--- config.mk ---
export PLATFORM = sky130hd
export DESIGN_NAME = score_keeper
export DESIGN_NICKNAME = d
export VERILOG_FILES = /design/src/rtl/score_keeper.sv
export SDC_FILE = /design/constraint.sdc
export NUM_CORES = 1
export LEC_CHECK = 0
export BUFFER_PORTS_ARGS = -buffer_cell sky130_fd_sc_hd__buf_2
export CAP_MARGIN = 20
export CORE_MARGIN = 1
export CORE_UTILIZATION = 60
export CTS_CLUSTER_DIAMETER = 60
export DETAILED_ROUTE_END_ITERATION = 6
export MAX_ROUTING_LAYER = met4
export PLACE_DENSITY_LB_ADDON = 0.1
export SKIP_LAST_GASP = 1
export SLEW_MARGIN = 20
export SYNTH_ARGS = -nofsm -noshare
export SYNTH_HDL_FRONTEND = slang
export SYNTH_SLANG_ARGS = --single-unit
--- constraint.sdc ---
create_clock -name clk -period 4.51 [get_ports clk]
set_input_delay 0.2255 -clock clk [delete_from_list [all_inputs] [get_ports clk]]
set_output_delay 0.2255 -clock clk [all_outputs]
set_load 0.01 [all_outputs]
--- src/rtl/score_keeper.sv ---
// -----------------------------------------------------------------------------
// score_keeper
//   Converts ball-logic goal events into the registered per-player scores that
//   the game-state decoder compares against its win count. It also owns the
//   post-goal serve hold-off and the serve direction, and freezes scoring once
//   the decoder reports a winner.
//
// Parameters
//   WIN_SCORE  score at which counting saturates (matches decoder win count)
//   HOLD_MS    serve hold-off after a goal, in clk_1ms ticks (>= 1)
//   HOLD_W     hold counter width, 2**HOLD_W > HOLD_MS
//
// Ports
//   clk        in   system clock
//   reset      in   asynchronous active-low reset
//   clk_1ms    in   1 ms divider level; rising edge detected in clk domain
//   goal_p1    in   P1 scored (level, asynchronous to clk)
//   goal_p2    in   P2 scored (level, asynchronous to clk)
//   gstate     in   decoder state: 00 begin, 01 playing, 10 P1 won, 11 P2 won
//   p1_score   out  player 1 score (registered)
//   p2_score   out  player 2 score (registered)
//   serve_hold out  1 = ball frozen at centre
//   serve_dir  out  0 = next serve toward P1, 1 = toward P2
//   goal_flag  out  one-cycle pulse when a goal is accepted
//
// Build option
//   SERVE_ALTERNATE_EN  when defined, serve_dir toggles on every accepted goal
//                       instead of pointing at the conceding player.
// -----------------------------------------------------------------------------
module score_keeper #(
  parameter int WIN_SCORE = 5,
  parameter int HOLD_MS   = 1000,
  parameter int HOLD_W    = 10
) (
  input  logic       clk,
  input  logic       reset,
  input  logic       clk_1ms,
  input  logic       goal_p1,
  input  logic       goal_p2,
  input  logic [1:0] gstate,
  output logic [3:0] p1_score,
  output logic [3:0] p2_score,
  output logic       serve_hold,
  output logic       serve_dir,
  output logic       goal_flag
);

  typedef enum logic [1:0] {
    ST_IDLE = 2'd0,
    ST_PLAY = 2'd1,
    ST_HOLD = 2'd2,
    ST_OVER = 2'd3
  } state_e;

  localparam logic [3:0]        WIN_Q     = 4'(WIN_SCORE);
  localparam logic [HOLD_W-1:0] HOLD_LAST = HOLD_W'(HOLD_MS - 1);

  // Bit order in the sync chain: {clk_1ms, goal_p2, goal_p1}
  logic [2:0] s1_q, s2_q;
  logic [2:0] evt;
  logic       ev_p1, ev_p2, ev_tick;

  state_e            state_q, state_d;
  logic [3:0]        p1_q, p1_d, p2_q, p2_d;
  logic              dir_q, dir_d;
  logic              flag_q, flag_d;
  logic              hold_q, hold_d;
  logic [HOLD_W-1:0] cnt_q, cnt_d;

  // One sync flop plus one delay flop; a rising edge is s1 & ~s2, so a level
  // held high yields exactly one event.
  always_ff @(posedge clk or negedge reset) begin
    if (!reset) begin
      s1_q <= '0;
      s2_q <= '0;
    end else begin
      s1_q <= {clk_1ms, goal_p2, goal_p1};
      s2_q <= s1_q;
    end
  end

  assign evt     = s1_q & ~s2_q;
  assign ev_p1   = evt[0];
  assign ev_p2   = evt[1];
  assign ev_tick = evt[2];

  always_ff @(posedge clk or negedge reset) begin
    if (!reset) begin
      state_q <= ST_IDLE;
      p1_q    <= '0;
      p2_q    <= '0;
      dir_q   <= 1'b0;
      flag_q  <= 1'b0;
      hold_q  <= 1'b1;
      cnt_q   <= '0;
    end else begin
      state_q <= state_d;
      p1_q    <= p1_d;
      p2_q    <= p2_d;
      dir_q   <= dir_d;
      flag_q  <= flag_d;
      hold_q  <= hold_d;
      cnt_q   <= cnt_d;
    end
  end

  always_comb begin
    state_d = state_q;
    p1_d    = p1_q;
    p2_d    = p2_q;
    dir_d   = dir_q;
    flag_d  = 1'b0;
    cnt_d   = '0;

    case (state_q)
      ST_IDLE: begin
        if (gstate == 2'b01) state_d = ST_PLAY;
      end

      ST_PLAY: begin
        // Decoder state changes win over a goal arriving in the same cycle.
        if (gstate == 2'b00) begin
          state_d = ST_IDLE;
        end else if (gstate[1]) begin
          state_d = ST_OVER;
        end else if (ev_p1 ^ ev_p2) begin
          // Simultaneous goals cancel out: the XOR filters them.
          flag_d  = 1'b1;
          state_d = ST_HOLD;
          if (ev_p1) begin
            if (p1_q < WIN_Q) p1_d = p1_q + 4'd1;
          end else begin
            if (p2_q < WIN_Q) p2_d = p2_q + 4'd1;
          end
`ifdef SERVE_ALTERNATE_EN
          dir_d = ~dir_q;
`else
          // Serve toward the player who conceded.
          dir_d = ev_p1;
`endif
        end
      end

      ST_HOLD: begin
        cnt_d = cnt_q;
        // A reported winner takes priority over hold-off expiry.
        if (gstate[1]) begin
          state_d = ST_OVER;
          cnt_d   = '0;
        end else if (gstate == 2'b00) begin
          state_d = ST_IDLE;
          cnt_d   = '0;
        end else if (ev_tick) begin
          if (cnt_q == HOLD_LAST) begin
            state_d = ST_PLAY;
            cnt_d   = '0;
          end else begin
            cnt_d = cnt_q + 1'b1;
          end
        end
      end

      ST_OVER: begin
        if (gstate == 2'b00) begin
          state_d = ST_IDLE;
          p1_d    = '0;
          p2_d    = '0;
        end
      end

      default: state_d = ST_IDLE;
    endcase

    // Registered so serve_hold tracks the state register exactly.
    hold_d = (state_d != ST_PLAY);
  end

  assign p1_score   = p1_q;
  assign p2_score   = p2_q;
  assign serve_hold = hold_q;
  assign serve_dir  = dir_q;
  assign goal_flag  = flag_q;

endmodule
### Word-level counts from Yosys, hierarchy flattened

Cells that the tools add are included.

* output and inout port bits: 11
* flip-flop bits (word level): 29
* word-level logic and storage cells: 72
* input port bits: 7

* eq/ne operators: 15
* add/subtract/negate cells: 3
* $lt $le $gt $ge: 2
* bitwise operators: 5
* muxes and demuxes: 32
* reduce and logical (&&, ||, !) cells: 6

Operators by type and width (count)
* $mux 10: 5
* $mux 4: 11
* $mux 2: 9
* $ne 2x2->1 const B: 8
* $pmux 4 s2: 2
* $reduce_and 7->1: 2
* $add 10x1->10 const B: 1
* $eq 10x10->1 const B: 1
* $add 4x1->4 const B: 2
* $lt 4x3->1 const B: 2
* $pmux 2 s4: 1
* $eq 2x1->1 const B: 2
* $eq 2x2->1 const B: 2
* $logic_not 2->1: 2
* $mux 1: 4
* $ne 4x4->1 const B: 1
* $reduce_and 4->1: 1
* $and 3x3->3: 1
* $not 3->3: 1
* $ne 2x1->1 const B: 1
* $not 1->1: 2
* $reduce_bool 2->1: 1
* $xor 1x1->1: 1

### Depth between registers and ports, before layout

Gate-level depths: netlist of the first run.

* word-level depth: 8
* mapped depth: 6
* gate-level depth less buffers: 6

### Worst setup path after synthesis of the first run

No wires, ideal clock.

* path kind: register to register
* start: register p2_q[0], in the netlist p2_score[0]
* end: register p2_q[2], in the netlist p2_score[2]
* stages on the path, launching flop included: 7
* clock period less this slack: 1.875 ns
* path slack: 2.635 ns
* buffers on the path: 0
* required time: 4.383 ns
* arrival: 1.747 ns
* cell sequence: dfrtp_1 -> inv_1 -> ha_1 -> inv_1 -> a211o_1 -> or4b_1 -> mux2_1

* cells in the longest elaborated chain, start to end: 7
* elaborated cells between the ends (all ways): 10
* those cells by class: 1 x add/sub; 1 x order compare; 1 x eq/ne; 6 x mux; 1 x reduce/logical

Ends and longest elaborated chain
* from (decl): line 64 `logic [3:0] p1_q, p1_d, p2_q, p2_d;`
* from (signal assigned): line 99 `p2_q <= p2_d;`
* $add 4x1->4: line 133 `if (p2_q < WIN_Q) p2_d = p2_q + 4'd1;`
* $mux 4: line 133
* $mux 4: line 130 `if (ev_p1) begin`
* $mux 4: line 126 `end else if (ev_p1 ^ ev_p2) begin`
* $mux 4: line 124 `end else if (gstate[1]) begin`
* $mux 4: line 122 `if (gstate == 2'b00) begin`
* $pmux 4 s2: line 115 `case (state_q)`

Parallel ways exist; a longest one is shown, timed or not. The select of a mux whose other input is x is not followed.
A chain may end at the register's enable or synchronous reset.

### Worst setup path in the final report of the first run

* start: register state_q[0]
* end: register p1_q[0], in the netlist p1_score[0]

* cells in the longest elaborated chain, start to end: 3
* elaborated cells between the ends (all ways): 11
* those cells by class: 8 x eq/ne; 1 x mux; 2 x reduce/logical

Ends and longest elaborated chain
* from (decl): line 63 `state_e state_q, state_d;`
* from (signal assigned): line 97 `state_q <= state_d;`
* $eq 2x1->1 or $eq 2x2->1 (tied branches): line 115
* $ne 2x2->1 (no line) or $reduce_bool 2->1 (tied branches)
* $reduce_and 7->1 (no line)
* to (signal assigned): line 98 `p1_q <= p1_d;`
* to (decl): line 64

Parallel ways exist; a longest one is shown, timed or not.

==> out/summary.txt, run 1 <==
Outcome -> finished clean
Finished Core Util -> 0.753
Initial core utilization -> 0.658
Worst VDD drop -> 0.352 mV
Post-synthesis sequential area ratio -> 0.481
Comb power frac -> 0.205
Pwr Total -> 681 uW
Most common cell in the netlist -> dfrtp_1
Worst-path maximum fanout -> 14
Detailed placement HPWL -> 2.07 mm
RSZ-0062 raised after global routing -> no
R2R depth -> 4
Syn Area/Cell -> 10.4 um2
Wirelength, routed -> 2.85 mm
Sequential cell fraction of total power -> 0.466
Number of antenna diodes -> 0
Vias -> 1145
Internal -> 482 uW
Grt total ovfl -> 0
Post-route worst setup slack -> 2.47 ns
DIE AREA -> 0.00272 mm2
Max_slew headroom -> 0.518
Hold endpoint -> serve_hold
Post-CTS setup buffer count -> 0
Fin. max-slew vios -> 0
CP endpoint kind -> register
Gr usage total -> 0.265
Post-route cell area -> 0.00173 mm2
Synth cell types -> 45
Final Cycle Share -> 0.452
Sw Share -> 0.292
CP arrival -> 2.26 ns
WS Path Type -> reg2reg
Nets -> 181
Placed Cells -> 186
CTS tree -> built
PwrDens -> 394 mW/mm2
Post_cts resized -> 0
Synth top area share -> 0.464
Synth area leader -> dfrtp_1
Clock network power share -> 0.329
WHS -> 0.259 ns
Worst-Skew Late Latency -> 0.34 ns
Hold path depth -> 3
EDFF count, synth -> 0
Synth-to-Final Area Change -> 14.4%
Fraction of layout cells with a size suffix above 1 -> 0.188
Mapped Area -> 0.00151 mm2
Hold buffer count at cts -> 4
Vias per cell -> 5.78
I/O pin count -> 18
Max cap viols -> 0
PortBufs -> 17
Startpoint types -> register
Seq cells post-synth -> 29
Row cnt -> 17
Min-delay src -> gstate[1]
Asr flop ratio synth -> 1.00
NetSw -> 199 uW
Fillers -> 167
Post-route ant nets -> 0
Fmax -> 491 MHz
Area post-placement -> 0.00160 mm2
Setup TNS -> 0 ns
Initial DRC count -> 21
H-tree depth -> 2
Fin. Hold Viols -> 0
Wire per inst -> 14.4 um
Synth Net Count -> 157
Drt pass-1 iters -> 4
WP data required -> 4.73 ns
Non-Filler Instances -> 198
CORE AREA -> 0.00230 mm2
Leakage power -> 0.761 nW
Synth warnings -> 0
Cell count after synthesis -> 145
Fin crit period -> 2.04 ns
Vias in the first global route -> 1095
Antenna violations before repair -> 0
Actual slew at the worst max-slew pin -> 0.718 ns
Clock transition at path regs -> 0.09 ns
Global-route wire length before repair -> 4.95 mm
GP Congestion -> 0.892
Largest net degree at the start of global routing -> 30
Setup violators final -> 0
Num CTS Buffers -> 5
Die span in x -> 52.2 um
R2r setup slk -> 2.47 ns
CTS Buffer Depth -> 2
Ys flop type -> dfrtp_1
Root Buffer -> clkbuf_4
Reg-to-reg critical path startpoint -> state_q[0]
Most frequent cells after synthesis -> dfrtp_1, nor2_1, inv_1
R2r endpoint -> p1_score[0]
Setup WS pre-CTS -> 2.48 ns
Setup Skew -> 0.00554 ns
Area contributors post-synth -> dfrtp_1, nor2_1, ha_1
HP Class -> in2reg
Num Clock Sinks -> 29
Post-route DRC -> 0
Die height -> 52.2 um
power by group through the flow:
stage	registers [mW]	clock network (mW)	logic [mW]
after floorplan	0.323	0	0.0918
after global placement	0.320	0	0.133
after detailed placement	0.322	0	0.138
after CTS	0.317	0.225	0.142
after global routing	0.322	0.237	0.161
final	0.317	0.224	0.140
layer usage:
metal / wire length (um) / GRT usage
met4: 52 / 0.0921
met3: 136 / 0.0841
met2: 1390 / 0.429
met5: 0 / -
met1: 1280 / 0.314
cells in the final DEF, fill, tap and decap left out, types with 2 or more instances in the layout:
cell type	Yosys	final
dfrtp_1	28	28
nor2_1	19	19
buf_2	1	17
inv_1	9	9
nor2b_1	7	7
xnor2_1	7	7
nand3_1	6	6
nor3_1	5	5
a211oi_1	5	5
nand2_1	5	5
ha_1	5	5
clkbuf_4	0	5
o21ai_0	4	4
dlygate4sd3_1	0	4
a21oi_1	3	3
mux2_2	3	3
nand4_1	2	2
and3_1	2	2
o2111ai_1	2	2
nand2b_1	2	2
a31oi_1	2	2
mux2i_1	2	2
mux2_1	2	2
critical path, stage by stage (launching register included):
cell and delay (ns):
dfrtp_1 0.61, nand2_1 0.14, nor3_1 0.57, o21ai_1 0.24, mux2_1 0.36
how the worst max path moves through the flow:
stage,slack [ns],to,startpoint,depth (start not counted)
final,2.47,p1_score[0],state_q[0],4
after global routing,2.28,p1_score[0],state_q[0],4
after CTS,2.45,p1_score[0],state_q[0],4
after detailed placement,2.48,p1_score[0],state_q[0],4
after global placement,2.60,p1_score[0],state_q[0],4
after floorplan,2.64,p2_score[2],p2_score[0],6
state kept, by name, summed over array words and instances, names as in the netlist:
signal	cells
cnt_q	10
p1_score	4
p2_score	4
s1_q	3
s2_q	3
state_q	2
goal_flag	1
serve_dir	1
serve_hold	1
logic make-up after synthesis:
group / share of synthesized area
buf+inv: 0.0406
xor+xnor: 0.0464
mux: 0.0505
simple gates: 0.231
compound gates: 0.109
fa+ha+maj: 0.0414
flops: 0.481
cell type report:
| class | count | area (um2) | share of cell area |
|---|---|---|---|
| clock buffer | 7 | 55.1 | 0.0318 |
| clock inverter | 1 | 30.0 | 0.0174 |
| inverter | 9 | 33.8 | 0.0195 |
| multi-input combinational | 103 | 723 | 0.418 |
| sequential | 29 | 727 | 0.420 |
| tap | 28 | 35.0 | 0.0203 |
| timing repair buffer | 21 | 125 | 0.0724 |
Power figures use the tool's default switching activity.
==> inputs of run 2 (changes only) <==
--- a/config.mk
+++ b/config.mk
@@ -8,7 +8,7 @@
 export BUFFER_PORTS_ARGS = -buffer_cell sky130_fd_sc_hd__buf_2
 export CAP_MARGIN = 20
 export CORE_MARGIN = 1
-export CORE_UTILIZATION = 60
+export CORE_UTILIZATION = 57
 export CTS_CLUSTER_DIAMETER = 60
 export DETAILED_ROUTE_END_ITERATION = 6
 export MAX_ROUTING_LAYER = met4
==> constraint.sdc (replaced) <==
create_clock -name clk -period 2 [get_ports clk]
set_input_delay 0.1 -clock clk [delete_from_list [all_inputs] [get_ports clk]]
set_output_delay 0.1 -clock clk [all_outputs]
set_load 0.01 [all_outputs]
==> run 2 against run 1 <==
  * Combinational power rose to 2.5 times the previous value
  * Sequential share of layout area shrank 0.24 points
  * Flip-flop and latch count unchanged
  * First-iteration DRC count down 4.8%
  * Clock power increased by 81%
  * Global-route usage down 1.4 points
  * Worst setup slack worse by 2.4 ns
  * Die area is 5.1% higher
==> out/summary.txt, run 2 (synthesis gave the netlist of run 1 again) <==
Wirelength, routed -> 3.00 mm
Post-route DRC -> 0
Finished Core Util -> 0.696
Vias in the first global route -> 1041
Die span in x -> 53.5 um
Number of flip-flops in the largest register -> 10
Max cap viols -> 0
Startpoint types -> register
Area post-placement -> 0.00163 mm2
CP endpoint kind -> register
Fin crit period -> 1.92 ns
I/O pin count -> 18
Crit path cell chain -> inv_2, ha_1, inv_1, a211o_1, or4b_1, mux2_1
GR Layer Usage met1 -> 0.299
Row cnt -> 18
Gr usage total -> 0.252
RSZ-0062 raised after global routing -> no
Nets -> 184
M2 GR Usage -> 0.385
R2r endpoint -> p2_score[2]
Initial core utilization -> 0.605
Fin. max-slew vios -> 0
PortBufs -> 17
Drt pass-1 iters -> 4
Global-route wire length before repair -> 4.71 mm
GRT busiest layer -> met2
Wire per inst -> 14.8 um
Post-route ant nets -> 0
H-tree depth -> 2
Fraction of layout cells with a size suffix above 1 -> 0.214
Setup TNS -> 0 ns
Actual slew at the worst max-slew pin -> 0.640 ns
Post-route worst setup slack -> 0.0772 ns
Synth-to-Final Area Change -> 15.1%
Outcome -> finished clean
Grt total ovfl -> 0
Final Cycle Share -> 0.961
DIE AREA -> 0.00286 mm2
Min-delay src -> gstate[1]
Routing usage on met3 -> 0.0718
Post-CTS setup buffer count -> 0
WP data required -> 2.21 ns
Top reg by flops -> cnt_q
Reg-to-reg critical path startpoint -> p2_score[0]
Hold path depth -> 3
Setup WS pre-CTS -> 0.0638 ns
CORE AREA -> 0.00250 mm2
Antenna violations before repair -> 0
Initial DRC count -> 20
Worst-Skew Late Latency -> 0.34 ns
R2R depth -> 6
Worst VDD drop -> 0.863 mV
GP Congestion -> 0.889
Leakage power -> 0.771 nW
Vias per cell -> 5.61
Setup Skew -> 0.0135 ns
CP arrival -> 2.14 ns
WS Path Type -> reg2reg
Most common cell after layout, fill and taps aside -> dfrtp_1
HP Class -> in2reg
Max_slew headroom -> 0.573
Vias -> 1138
Worst path slowest cell -> or4b_1
Worst-path maximum fanout -> 4
Most frequent cells in the layout -> dfrtp_1, nor2_1, buf_2, inv_1
R2r setup slk -> 0.08 ns
Fin. Hold Viols -> 0
CTS tree -> built
Num Clock Sinks -> 29
Fmax -> 520 MHz
Num CTS Buffers -> 5
PwrDens -> 841 mW/mm2
Clock transition at path regs -> 0.08 ns
Number of antenna diodes -> 0
Root Buffer -> clkbuf_4
CTS Buffer Depth -> 2
Detailed placement HPWL -> 2.09 mm
Die height -> 53.5 um
Pwr Total -> 1.46 mW
Max stage delay on crit path -> 0.49 ns
Post-route cell area -> 0.00174 mm2
Setup violators final -> 0
Hold endpoint -> serve_hold
Largest net degree at the start of global routing -> 30
[run 2: cell types whose count changed in the layout (fill, tap and decap cells not counted), sizes merged]
cell | previous run | this run
buf | 17 | 20
bufinv | 1 | 0
clkinv | 0 | 1
[run 2: where the power goes]
| group | leakage (nW) | internal (mW) | switching (mW) | total, mW |
|---|---|---|---|---|
| Sequential | 0.372 | 0.647 | 0.0555 | 0.703 |
| Clock | 0.0413 | 0.203 | 0.202 | 0.405 |
| Combinational | 0.358 | 0.155 | 0.200 | 0.355 |
[run 2: worst max-delay path, delay by kind of cell, from the launching register on]
family / cells / cell delay, ns
muxes: 1 / 0.32
DFF: 1 / 0.42
buffers and inverters: 2 / 0.12
AOI/OAI and AO/OA: 1 / 0.31
and+or+nand+nor: 1 / 0.49
adders and majority gates: 1 / 0.14
[run 2: through the flow]
stage | hold slack [ns] | instances
after floorplan | -0.196 | 145
after global placement | 0.146 | 191
after detailed placement | 0.154 | 191
after CTS | 0.112 | 203
after global routing | 0.152 | 203
final | 0.145 | 203
[run 2: layout make-up]
class / instances / area [um2]
sequential: 29 / 727
multi-input combinational: 103 / 723
clock inverter: 1 / 5.00
inverter: 9 / 33.8
timing repair buffer: 24 / 148
clock buffer: 7 / 65.1
fill: 204 / 761
tap: 30 / 37.5
[run 2: how the worst max path moves through the flow]
stage / from / endpoint / cells past startpoint
6_report: p2_score[0] / p2_score[2] / 6
5_1_grt: p2_score[1] / p2_score[2] / 6
4_1_cts: p2_score[0] / p2_score[2] / 6
3_5_place_dp: p2_score[0] / p2_score[2] / 6
3_3_place_gp: p2_score[0] / p2_score[2] / 6
2_1_floorplan: p2_score[0] / p2_score[2] / 6
[run 2: repair_timing]
action / CTS / global route
setup endpoints to repair: 0 / 1
hold buffers: 4 / 0
gates resized for setup: 0 / 1
hold endpoints to repair: 31 / 0
[run 2: metal layers]
metal	share of wire	vias up
met4	0.025	0
met5	0	-
met2	0.46	22
met1	0.48	541
li1	-	568
met3	0.033	7
==> inputs of run 3 (changes only) <==
--- a/config.mk
+++ b/config.mk
@@ -8,7 +8,7 @@
 export BUFFER_PORTS_ARGS = -buffer_cell sky130_fd_sc_hd__buf_2
 export CAP_MARGIN = 20
 export CORE_MARGIN = 1
-export CORE_UTILIZATION = 57
+export CORE_UTILIZATION = 40
 export CTS_CLUSTER_DIAMETER = 60
 export DETAILED_ROUTE_END_ITERATION = 6
 export MAX_ROUTING_LAYER = met4
==> run 3 against run 2 <==
  * Clock power up 20%
  * Largest cell class unchanged
  * Critical endpoint unchanged
  * Critical path depth unchanged
  * Fmax up 0.14%
  * Clock skew shrank 0.0078 ns
  * Flip-flop and latch count is the same
==> out/summary.txt, run 3 (synthesis gave the netlist of run 1 again) <==
Worst-Skew Late Latency -> 0.28 ns
Initial core utilization -> 0.436
Global-route wire length before repair -> 4.85 mm
Grt total ovfl -> 0
Antenna violations before repair -> 0
Root Buffer -> clkbuf_8
Setup WS pre-CTS -> 0.0749 ns
Num CTS Buffers -> 5
WHS -> 0.173 ns
Vias per cell -> 5.18
Number of flip-flops in the largest register -> 10
Most frequent cells in the layout -> dfrtp_1, nor2_1, buf_2, inv_1
Post-route ant nets -> 0
Fraction of layout cells with a size suffix above 1 -> 0.208
Vias -> 1134
Startpoint types -> register
I/O pin count -> 18
Buf/Inv on CP -> 2
Post-route worst setup slack -> 0.0800 ns
Worst path slowest cell -> or4b_1
CP dominant cell by count -> inv_1
Post-route cell area -> 0.00178 mm2
Crit path cell chain -> inv_1, ha_1, inv_1, a211o_1, or4b_1, mux2_1
Setup Skew -> 0.00575 ns
Most common cell after layout, fill and taps aside -> dfrtp_1
Drt pass-1 iters -> 4
Max cap viols -> 0
Fin. max-slew vios -> 0
Max_slew headroom -> 0.584
Vias in the first global route -> 1086
Setup TNS -> 0 ns
Outcome -> finished clean
Num Clock Sinks -> 29
Wirelength, routed -> 2.79 mm
CTS tree -> built
PwrDens -> 860 mW/mm2
CP arrival -> 2.09 ns
Non-Filler Instances -> 219
Synth-to-Final Area Change -> 17.8%
GP Congestion -> 0.834
Fillers -> 333
Area post-placement -> 0.00165 mm2
Number of antenna diodes -> 0
Gr usage total -> 0.162
Worst-path maximum fanout -> 4
H-tree depth -> 2
Detailed placement HPWL -> 2.03 mm
Fin crit period -> 1.92 ns
PortBufs -> 17
Placed Cells -> 207
Fin. Hold Viols -> 0
WP data required -> 2.17 ns
Row cnt -> 21
Initial DRC count -> 43
CP endpoint kind -> register
RSZ-0062 raised after global routing -> no
Setup violators final -> 0
Final Cycle Share -> 0.960
Post-route DRC -> 0
Clock transition at path regs -> 0.07 ns
Top reg by flops -> cnt_q
Leakage power -> 0.766 nW
Post-CTS setup buffer count -> 0
Worst VDD drop -> 0.460 mV
Finished Core Util -> 0.513
Actual slew at the worst max-slew pin -> 0.624 ns
Max stage delay on crit path -> 0.48 ns
Post_cts resized -> 0
Pwr Total -> 1.53 mW
Die span in x -> 63.5 um
HP Class -> in2reg
CP top delay family -> simple AND/OR/NAND/NOR gates
Die height -> 63.5 um
CORE AREA -> 0.00347 mm2
Largest net degree at the start of global routing -> 30
CTS Buffer Depth -> 2
DIE AREA -> 0.00403 mm2
Nets -> 184
Fmax -> 521 MHz
Wire per inst -> 12.7 um
WS Path Type -> reg2reg
==> run 3: cell types whose count changed in the layout (fill, tap and decap cells not counted) <==
cell        change
clkinvlp_4      +3
inv_2           -1
clkbuf_4        -5
inv_1           +1
clkinv_2        -1
clkbuf_8        +3
==> run 3: where the power goes <==
part | switching (mW) | internal [mW]
Clock | 0.243 | 0.243
Combinational | 0.191 | 0.153
Sequential | 0.0517 | 0.648
==> run 3: per-layer routing <==
metal	up-vias	GRT usage	wire length [um]
li1	568	-	-
met1	543	0.207	1410
met2	18	0.239	1250
met3	5	0.0380	86
met4	0	0.0767	53
met5	-	-	0
==> run 3: what timing repair did <==
action,in CTS,in global routing
endpoints found under the setup margin,0,0
hold endpoints to repair,31,0
hold buffers,4,0
==> run 3: worst reg2reg max path: cells and delay by family, from the launching register on <==
family                   cells  cell delay, ns
AO/OA/AOI/OAI                1            0.30
adder cells (fa/ha/maj)      1            0.15
AND/OR/NAND/NOR              1            0.48
multiplexers                 1            0.32
flip-flops                   1            0.41
buffers and inverters        2            0.15
==> run 3: path summary, 6_finish.rpt <==
kind | start | end | slack (ns) | depth (start not counted)
setup / recovery | p2_score[0] | p2_score[2] | 0.08 | 6
hold / removal | gstate[1] | serve_hold | 0.17 | 3
setup reg to reg | p2_score[0] | p2_score[2] | 0.08 | 6
hold reg to reg | s1_q[0] | s2_q[0] | 0.38 | 0
max in group asynchronous | reset | cnt_q[2] | 1.22 | 2
min in group asynchronous | reset | cnt_q[4] | 0.37 | 2
==> run 3: layout make-up <==
class	count	area, um2	share of cell area
clock inverters	3	22.5	0.0126
well taps	46	57.6	0.0323
inverters	9	33.8	0.0190
multi-input cells	103	723	0.406
flip-flops and latches	29	727	0.408
repair buffers	24	148	0.0829
clock buffers	5	68.8	0.0387
